File: config.mk
export PLATFORM = sky130hd
export DESIGN_NAME = mem_arbiter
export DESIGN_NICKNAME = d
export VERILOG_FILES = /design/src/rtl/mem_arbiter.sv
export SDC_FILE = /design/constraint.sdc
export NUM_CORES = 1
export LEC_CHECK = 0
export CAP_MARGIN = 20
export CORE_MARGIN = 2
export CORE_UTILIZATION = 37
export CTS_CLUSTER_DIAMETER = 150
export DETAILED_ROUTE_END_ITERATION = 6
export GPL_ROUTABILITY_DRIVEN = 0
export GPL_TIMING_DRIVEN = 0
export PLACE_DENSITY_LB_ADDON = 0.15
export SKIP_CTS_REPAIR_TIMING = 1
export SLEW_MARGIN = 20
export SYNTH_ARGS = -nofsm -noshare
export SYNTH_HDL_FRONTEND = slang
export SYNTH_SLANG_ARGS = --single-unit
File: constraint.sdc
create_clock -name clk -period 2.2 [get_ports clk]
set_input_delay 0.33 -clock clk [delete_from_list [all_inputs] [get_ports clk]]
set_output_delay 0.33 -clock clk [all_outputs]
set_load 0.02 [all_outputs]
File: src/rtl/mem_arbiter.sv
// -----------------------------------------------------------------------------
// mem_arbiter
// Two-port round-robin arbiter in front of a fixed-latency main memory.
// Port 0 is the instruction cache, port 1 the data cache. One access is in
// flight at a time and moves through IDLE -> BUSY -> DONE.
//
// Ports
//   clk              sole clock, rising edge
//   reset            asynchronous, active-low
//   req0/req1        access request per port
//   we0/we1          1 = write, 0 = read (held with req)
//   addr0/addr1      32-bit word address (held with req)
//   wdata0/wdata1    32-bit write data, [31:24] = byte lane 0
//   gnt0/gnt1        port owns memory (BUSY and DONE)
//   done0/done1      one-cycle completion pulse
//   rdata0/rdata1    registered read data, held until next read completion
//   mem_en           memory access strobe (BUSY)
//   mem_we           memory write enable, only while mem_en
//   mem_addr         latched address of the granted request
//   mem_wdata        latched write data of the granted request
//   mem_rdata        memory read data, valid on the last BUSY cycle
// -----------------------------------------------------------------------------
module mem_arbiter #(
    parameter int MEM_LATENCY = 4
) (
    input  logic        clk,
    input  logic        reset,
    input  logic        req0,
    input  logic        req1,
    input  logic        we0,
    input  logic        we1,
    input  logic [31:0] addr0,
    input  logic [31:0] addr1,
    input  logic [31:0] wdata0,
    input  logic [31:0] wdata1,
    output logic        gnt0,
    output logic        gnt1,
    output logic        done0,
    output logic        done1,
    output logic [31:0] rdata0,
    output logic [31:0] rdata1,
    output logic        mem_en,
    output logic        mem_we,
    output logic [31:0] mem_addr,
    output logic [31:0] mem_wdata,
    input  logic [31:0] mem_rdata
);

    typedef enum logic [1:0] {
        IDLE = 2'd0,
        BUSY = 2'd1,
        DONE = 2'd2
    } state_t;

    // Counter load value: BUSY lasts cnt+1 cycles, so loading LATENCY-1
    // gives exactly MEM_LATENCY cycles of mem_en.
    localparam logic [3:0] LOAD_CNT = 4'(MEM_LATENCY - 1);

    state_t      r_state;
    state_t      w_nextState;
    logic [3:0]  r_cnt;
    logic        r_lastGrant;
    logic        r_owner;
    logic        r_we;
    logic [31:0] r_addr;
    logic [31:0] r_wdata;
    logic [31:0] r_rdata0;
    logic [31:0] r_rdata1;
    logic        w_anyReq;
    logic        w_winner;

    // Pick the winning port index. On a tie the port that was not granted
    // last goes first, so a lastGrant of 1 after reset favours port 0.
    always_comb begin
        w_anyReq = req0 | req1;
        w_winner = 1'b0;
        if (req0 && req1) begin
            w_winner = ~r_lastGrant;
        end else begin
            w_winner = req1;
        end
    end

    // State register.
    always_ff @(posedge clk or negedge reset) begin
        if (!reset) begin
            r_state <= IDLE;
        end else begin
            r_state <= w_nextState;
        end
    end

    // Next-state logic. Requests only matter in IDLE.
    always_comb begin
        w_nextState = r_state;
        case (r_state)
            IDLE:    if (w_anyReq) w_nextState = BUSY;
            BUSY:    if (r_cnt == 4'd0) w_nextState = DONE;
            DONE:    w_nextState = IDLE;
            default: w_nextState = IDLE;
        endcase
    end

    // Request latch, latency counter and read-data capture. The counter
    // stops at zero, and a reset anywhere in the access wipes everything
    // so no stale completion can leak out.
    always_ff @(posedge clk or negedge reset) begin
        if (!reset) begin
            r_cnt       <= 4'd0;
            r_lastGrant <= 1'b1;
            r_owner     <= 1'b0;
            r_we        <= 1'b0;
            r_addr      <= 32'd0;
            r_wdata     <= 32'd0;
            r_rdata0    <= 32'd0;
            r_rdata1    <= 32'd0;
        end else begin
            case (r_state)
                IDLE: begin
                    if (w_anyReq) begin
                        r_owner     <= w_winner;
                        r_lastGrant <= w_winner;
                        r_we        <= w_winner ? we1 : we0;
                        r_addr      <= w_winner ? addr1 : addr0;
                        r_wdata     <= w_winner ? wdata1 : wdata0;
                        r_cnt       <= LOAD_CNT;
                    end
                end
                BUSY: begin
                    if (r_cnt != 4'd0) begin
                        r_cnt <= r_cnt - 4'd1;
                    end else if (!r_we) begin
                        if (r_owner) begin
                            r_rdata1 <= mem_rdata;
                        end else begin
                            r_rdata0 <= mem_rdata;
                        end
                    end
                end
                default: begin
                end
            endcase
        end
    end

    // Outputs decode from state and owner, so all of them are zero in
    // reset because the state is IDLE and the latches are cleared.
    always_comb begin
        gnt0      = (r_state != IDLE) && !r_owner;
        gnt1      = (r_state != IDLE) &&  r_owner;
        done0     = (r_state == DONE) && !r_owner;
        done1     = (r_state == DONE) &&  r_owner;
        mem_en    = (r_state == BUSY);
        mem_we    = (r_state == BUSY) && r_we;
        mem_addr  = r_addr;
        mem_wdata = r_wdata;
        rdata0    = r_rdata0;
        rdata1    = r_rdata1;
    end

endmodule
* Yosys cells after proc, flatten, opt, wreduce, memory -nomap -nowiden
Index checks and enable logic that the tools add are counted.
** Word-level totals
- Flip-flop bits (word level) :: 137
- Bits of input ports :: 166
- Output and inout bits :: 134
** Operators by class
- Add/subtract/negate cells :: 1
- Eq/ne operators :: 5
- Multiplexer cells :: 10
- Bitwise logic cells :: 5
- Reductions and logical operators :: 17
** Operators with widths (count)
- two-way mux 32 bit :: 2
- two-way mux 4 bit :: 2
- one-hot mux 4 bit (2 select lines) :: 1
- AND reduction 4 bit :: 2
- logical AND 1 bit :: 6
- logical NOT 4 bit :: 1
- two-way mux 2 bit :: 2
- inequality test 2 x 1 -> 1 bit (second input constant) :: 2
- inverter 1 bit :: 4
- one-hot mux 2 bit (2 select lines) :: 1
- AND reduction 2 bit :: 2
- nonzero test 2 bit :: 2
- nonzero test 4 bit :: 1
- subtractor 4 x 1 -> 4 bit (second input constant) :: 1
- AND reduction 3 bit :: 1
- == test 2 x 1 -> 1 bit (second input constant) :: 1
- == test 2 bit (second input constant) :: 1
- logical NOT 2 bit :: 1
- two-way mux 1 bit :: 2
- inequality test 2 bit (second input constant) :: 1
- logical NOT 1 bit :: 1
- OR 1 bit :: 1

* Longest topological paths before layout
- Depth in word-level cells :: 3
- Mapped depth :: 7
- Gate-level depth less buffers :: 5

* Worst setup path after synthesis
OpenSTA, ideal clock, no wires.
- Kind :: register to register
- Start point :: register r_cnt[0]
- End point :: register r_rdata0[10], in the netlist rdata0[10]
- Arrival time :: 1998 ps
- Setup slack :: 77 ps
- Cell stages (with the launch flop) :: 8
- Path buffers :: 2
- Clock period less this slack :: 2123 ps
- Cells stage by stage :: dfrtp_1 -> inv_1 -> ha_1 -> or3b_1 -> or4_1 -> buf_6 -> buf_12 -> mux2_4
** On the way
- Longest elaborated chain between the ends :: 3
** Ends and longest elaborated chain
- start, declared :: line 61 : logic [3:0] r_cnt;
- start signal, assigned :: line 131 : r_cnt <= r_cnt - 4'd1;
- nonzero test 4 bit :: line 130 : if (r_cnt != 4'd0) begin
- inverter 1 bit (no source line)
- AND reduction 4 bit (no source line)
- end signal, assigned :: line 136 : r_rdata0 <= mem_rdata;
- end, declared :: line 67 : logic [31:0] r_rdata0;
Every way passes these cells.
A chain may end at the register's enable or synchronous reset.

* Worst setup path in the final report
- Start point :: register r_cnt[0]
- End point :: register r_rdata0[2], in the netlist rdata0[2]
The elaborated chain is that of the path after synthesis.

==> impl_metrics.csv <==
group,metric,value,unit
layout,fin_area,0.0101,mm^2
power,leakage,4.28,nW
worst_hold_path,hold_path_class,"input port to async pin",
power,peakVddDrop,0.658,mV
global_routing,grt_pass1_wl,26.3,mm
clocking,cts-buffers-inserted,17,
detailed_routing,vias,4457,
sta,finalHoldViolCount,0,
power,power_frac_clock,0.197,
detailed_routing,vias_per_cell,4.71,
floorplan,die_y,133,um
sta,hold-worst-slack,0.405,ns
clocking,htreeDepth,4,
clocking,ctsLongestPathBuffers,2,
sta,slew_viol_final,0,
sta,fin_crit_sh,0.992,
setup_path,timing.rr.end,"rdata0[2]",
global_routing,antenna_found_initial,0,
setup_path,r2r_slack,0.02,ns
setup_path,rr_startpoint,"r_cnt[0]",
clocking,cts_tree,"done",
global_routing,grt_max_degree,94,
synth,synth_area_per_cell,15.6,um^2
placed_design,placed_area,0.00942,mm^2
floorplan,die_area,0.0176,mm^2
sta,tightest_slew,0.657,ns
synth,syn-cell-area,0.00612,mm^2
synth,yosysUniqueCellTypes,29,
clocking,clk_latency,0.42,ns
layout,n_antenna_cell,0,
power,power.net_switching,5.05,mW
clocking,cts_sinks,137,
detailed_routing,wl_per_cell,17.3,um
flow_run,maxCapViolCount,0,
floorplan,initial_core_util,0.374,
global_routing,grtUsageTotal,0.192,
global_routing,grt.overflow.total,0,
setup_path,crit_type,"flop to flop",
sta,timing.fmax,458,MHz
setup_path,cp-end-kind,"flop",
setup_path,r2r_cells,7,
floorplan,die_w,133,um
detailed_routing,firstDrtPassIters,4,
clocking,clock_tree.root_cell,"clkbuf_16",
power,switching_share,0.343,
synth,netlist_instances,392,
power,seqPwrFrac,0.306,
layout,nets,881,
outcome,status,"completed",
setup_path,crit_required,2.50,ns
global_routing,grt_pass1_vias,4955,
clocking,clk_pin_slew,0.06,ns
detailed_routing,drc_errors,0,
setup_path,path_max_fanout,10,
power,power.total,14.7,mW
layout,drive_above_1_share,0.352,
floorplan,fp.coreArea,0.0163,mm^2
layout,area_growth,64.9,%
detailed_routing,drtIter0Drc,115,
synth,synth_seq_cells,137,
power,power_frac_comb,0.497,
detailed_routing,ant_nets,0,
synth,yosys_warnings,0,
synth,synthesis.nets,559,
setup_path,cp-start-kind,"flop",
setup_path,cp_data_arrival_time,2.48,ns
sta,clock-skew-final,0.00781,ns
sta,max_slew_margin,0.562,
power,powerDensity,1460,mW/mm^2
synth,ys_seq_area_frac,0.560,
placed_design,dp_hpwl,12.3,mm
placed_design,io_buffers,299,
detailed_routing,drt-total-wl,16.4,mm
power,p_int,9.68,mW
sta,setup_viol,0,
floorplan,fp-row-count,47,
floorplan,pin_count,300,
sta,period_needed,2.18,ns
layout make-up:
class / instances / area [um^2]
repair buffers: 303 / 3060
plain buffers: 22 / 163
well taps: 220 / 275
clock inverters: 14 / 173
multi-input cells: 229 / 2540
flip-flops and latches: 137 / 3430
inverters: 4 / 15.0
fillers: 1313 / 6260
clock buffers: 18 / 429
synth_stat cells:
library cell | instances | area share
inv_1 | 4 | 0.0025
dfrtp_1 | 136 | 0.56
clkbuf_1 | 6 | 0.0037
buf_12 | 3 | 0.0098
nor4_1 | 2 | 0.0020
o21ai_0 | 6 | 0.0049
mux2_2 | 164 | 0.30
buf_2 | 12 | 0.0098
a31oi_1 | 1 | 0.0010
mux2_4 | 30 | 0.074
o22ai_1 | 1 | 0.0010
a21oi_1 | 2 | 0.0016
nand3_1 | 2 | 0.0016
mux2i_1 | 1 | 0.0016
nand2b_1 | 1 | 0.0010
and2_1 | 2 | 0.0020
o21a_1 | 1 | 0.0012
or3b_1 | 1 | 0.0014
nor3b_1 | 2 | 0.0025
a21o_1 | 1 | 0.0012
buf_6 | 1 | 0.0018
ha_1 | 1 | 0.0020
nor2_1 | 5 | 0.0031
and3b_1 | 1 | 0.0014
nand4b_1 | 2 | 0.0029
a21bo_2 | 1 | 0.0016
or4_1 | 1 | 0.0012
dfstp_2 | 1 | 0.0043
or2_2 | 1 | 0.0010
logic make-up after synthesis:
logic type      share of synthesized area
compound gates                     0.0127
fa+ha+maj                         0.00204
buf+inv                            0.0276
flops                               0.560
mux                                 0.377
simple gates                       0.0202
metal layers:
metal,vias to the layer above,global-route usage,wire (um)
li1,2058,-,-
met1,2191,0.217,6370
met2,177,0.328,8270
met3,31,0.0713,1230
met4,0,0.0818,490
met5,-,0,0
cells in the final DEF (no fill, tap or decap), types with 2 or more instances in the layout:
cell type and count:
clkdlybuf4s50_1 294, mux2_2 164, dfrtp_1 136, mux2_4 30, clkbuf_16 17, buf_2 10
o21ai_0 6, nor2_1 4, clkbuf_1 4, clkinv_4 4, dlymetal6s2s_1 4, clkbuf_2 3
buf_12 3, clkinv_2 3, bufinv_16 3, inv_2 2, inv_1 2, and2_1 2
nor3b_1 2, clkbuf_4 2, nand3_1 2, nand4b_1 2, a21oi_1 2, nor4_1 2
clkinvlp_4 2, inv_6 2, buf_4 2
worst max-delay path: stages, from the launching register on:
cell and delay [ns]:
dfrtp_1 0.40, inv_2 0.08, ha_4 0.15, or3b_4 0.39
or4_1 0.43, buf_6 0.17, buf_12 0.15, mux2_4 0.29
sequential cells by signal (all words and copies together) (netlist names):
register	cells
mem_wdata	32
mem_addr	32
r_owner	1
rdata0	32
r_lastGrant	1
r_cnt	4
rdata1	32
r_we	1
r_state	2
through the flow:
step | TNS (ns) | utilization | setup slack (ns) | instances
floorplan | 0 | - | 0.0769 | 392
global placement | -659.15 | 0.574 | -4.71 | 911
detailed placement | -23.26 | 0.576 | -0.594 | 912
CTS | -8.53 | 0.613 | -0.257 | 944
global route | -0.194 | 0.617 | -0.0145 | 947
finish | 0 | 0.617 | 0.0177 | 947
worst max-delay path by stage:
stage	depth (start not counted)	startpoint	end	slack, ns
after floorplan	7	r_cnt[0]	rdata0[10]	0.08
after global placement	1	reset	rdata0[19]	-4.71
after detailed placement	6	req0	mem_wdata[19]	-0.59
after CTS	5	r_lastGrant	mem_wdata[19]	-0.26
after global routing	7	r_cnt[0]	rdata0[26]	-0.01
final	7	r_cnt[0]	rdata0[2]	0.02
power by group through the flow:
stage | logic [mW] | clock network, mW | registers, mW
2_1_floorplan | 2.34 | 0 | 5.99
3_5_place_dp | 7.33 | 0 | 4.55
3_3_place_gp | 7.21 | 0 | 4.47
5_1_grt | 7.71 | 3.11 | 4.69
4_1_cts | 7.36 | 2.99 | 4.52
6_report | 7.32 | 2.90 | 4.51
Power figures use the tool's default switching activity.
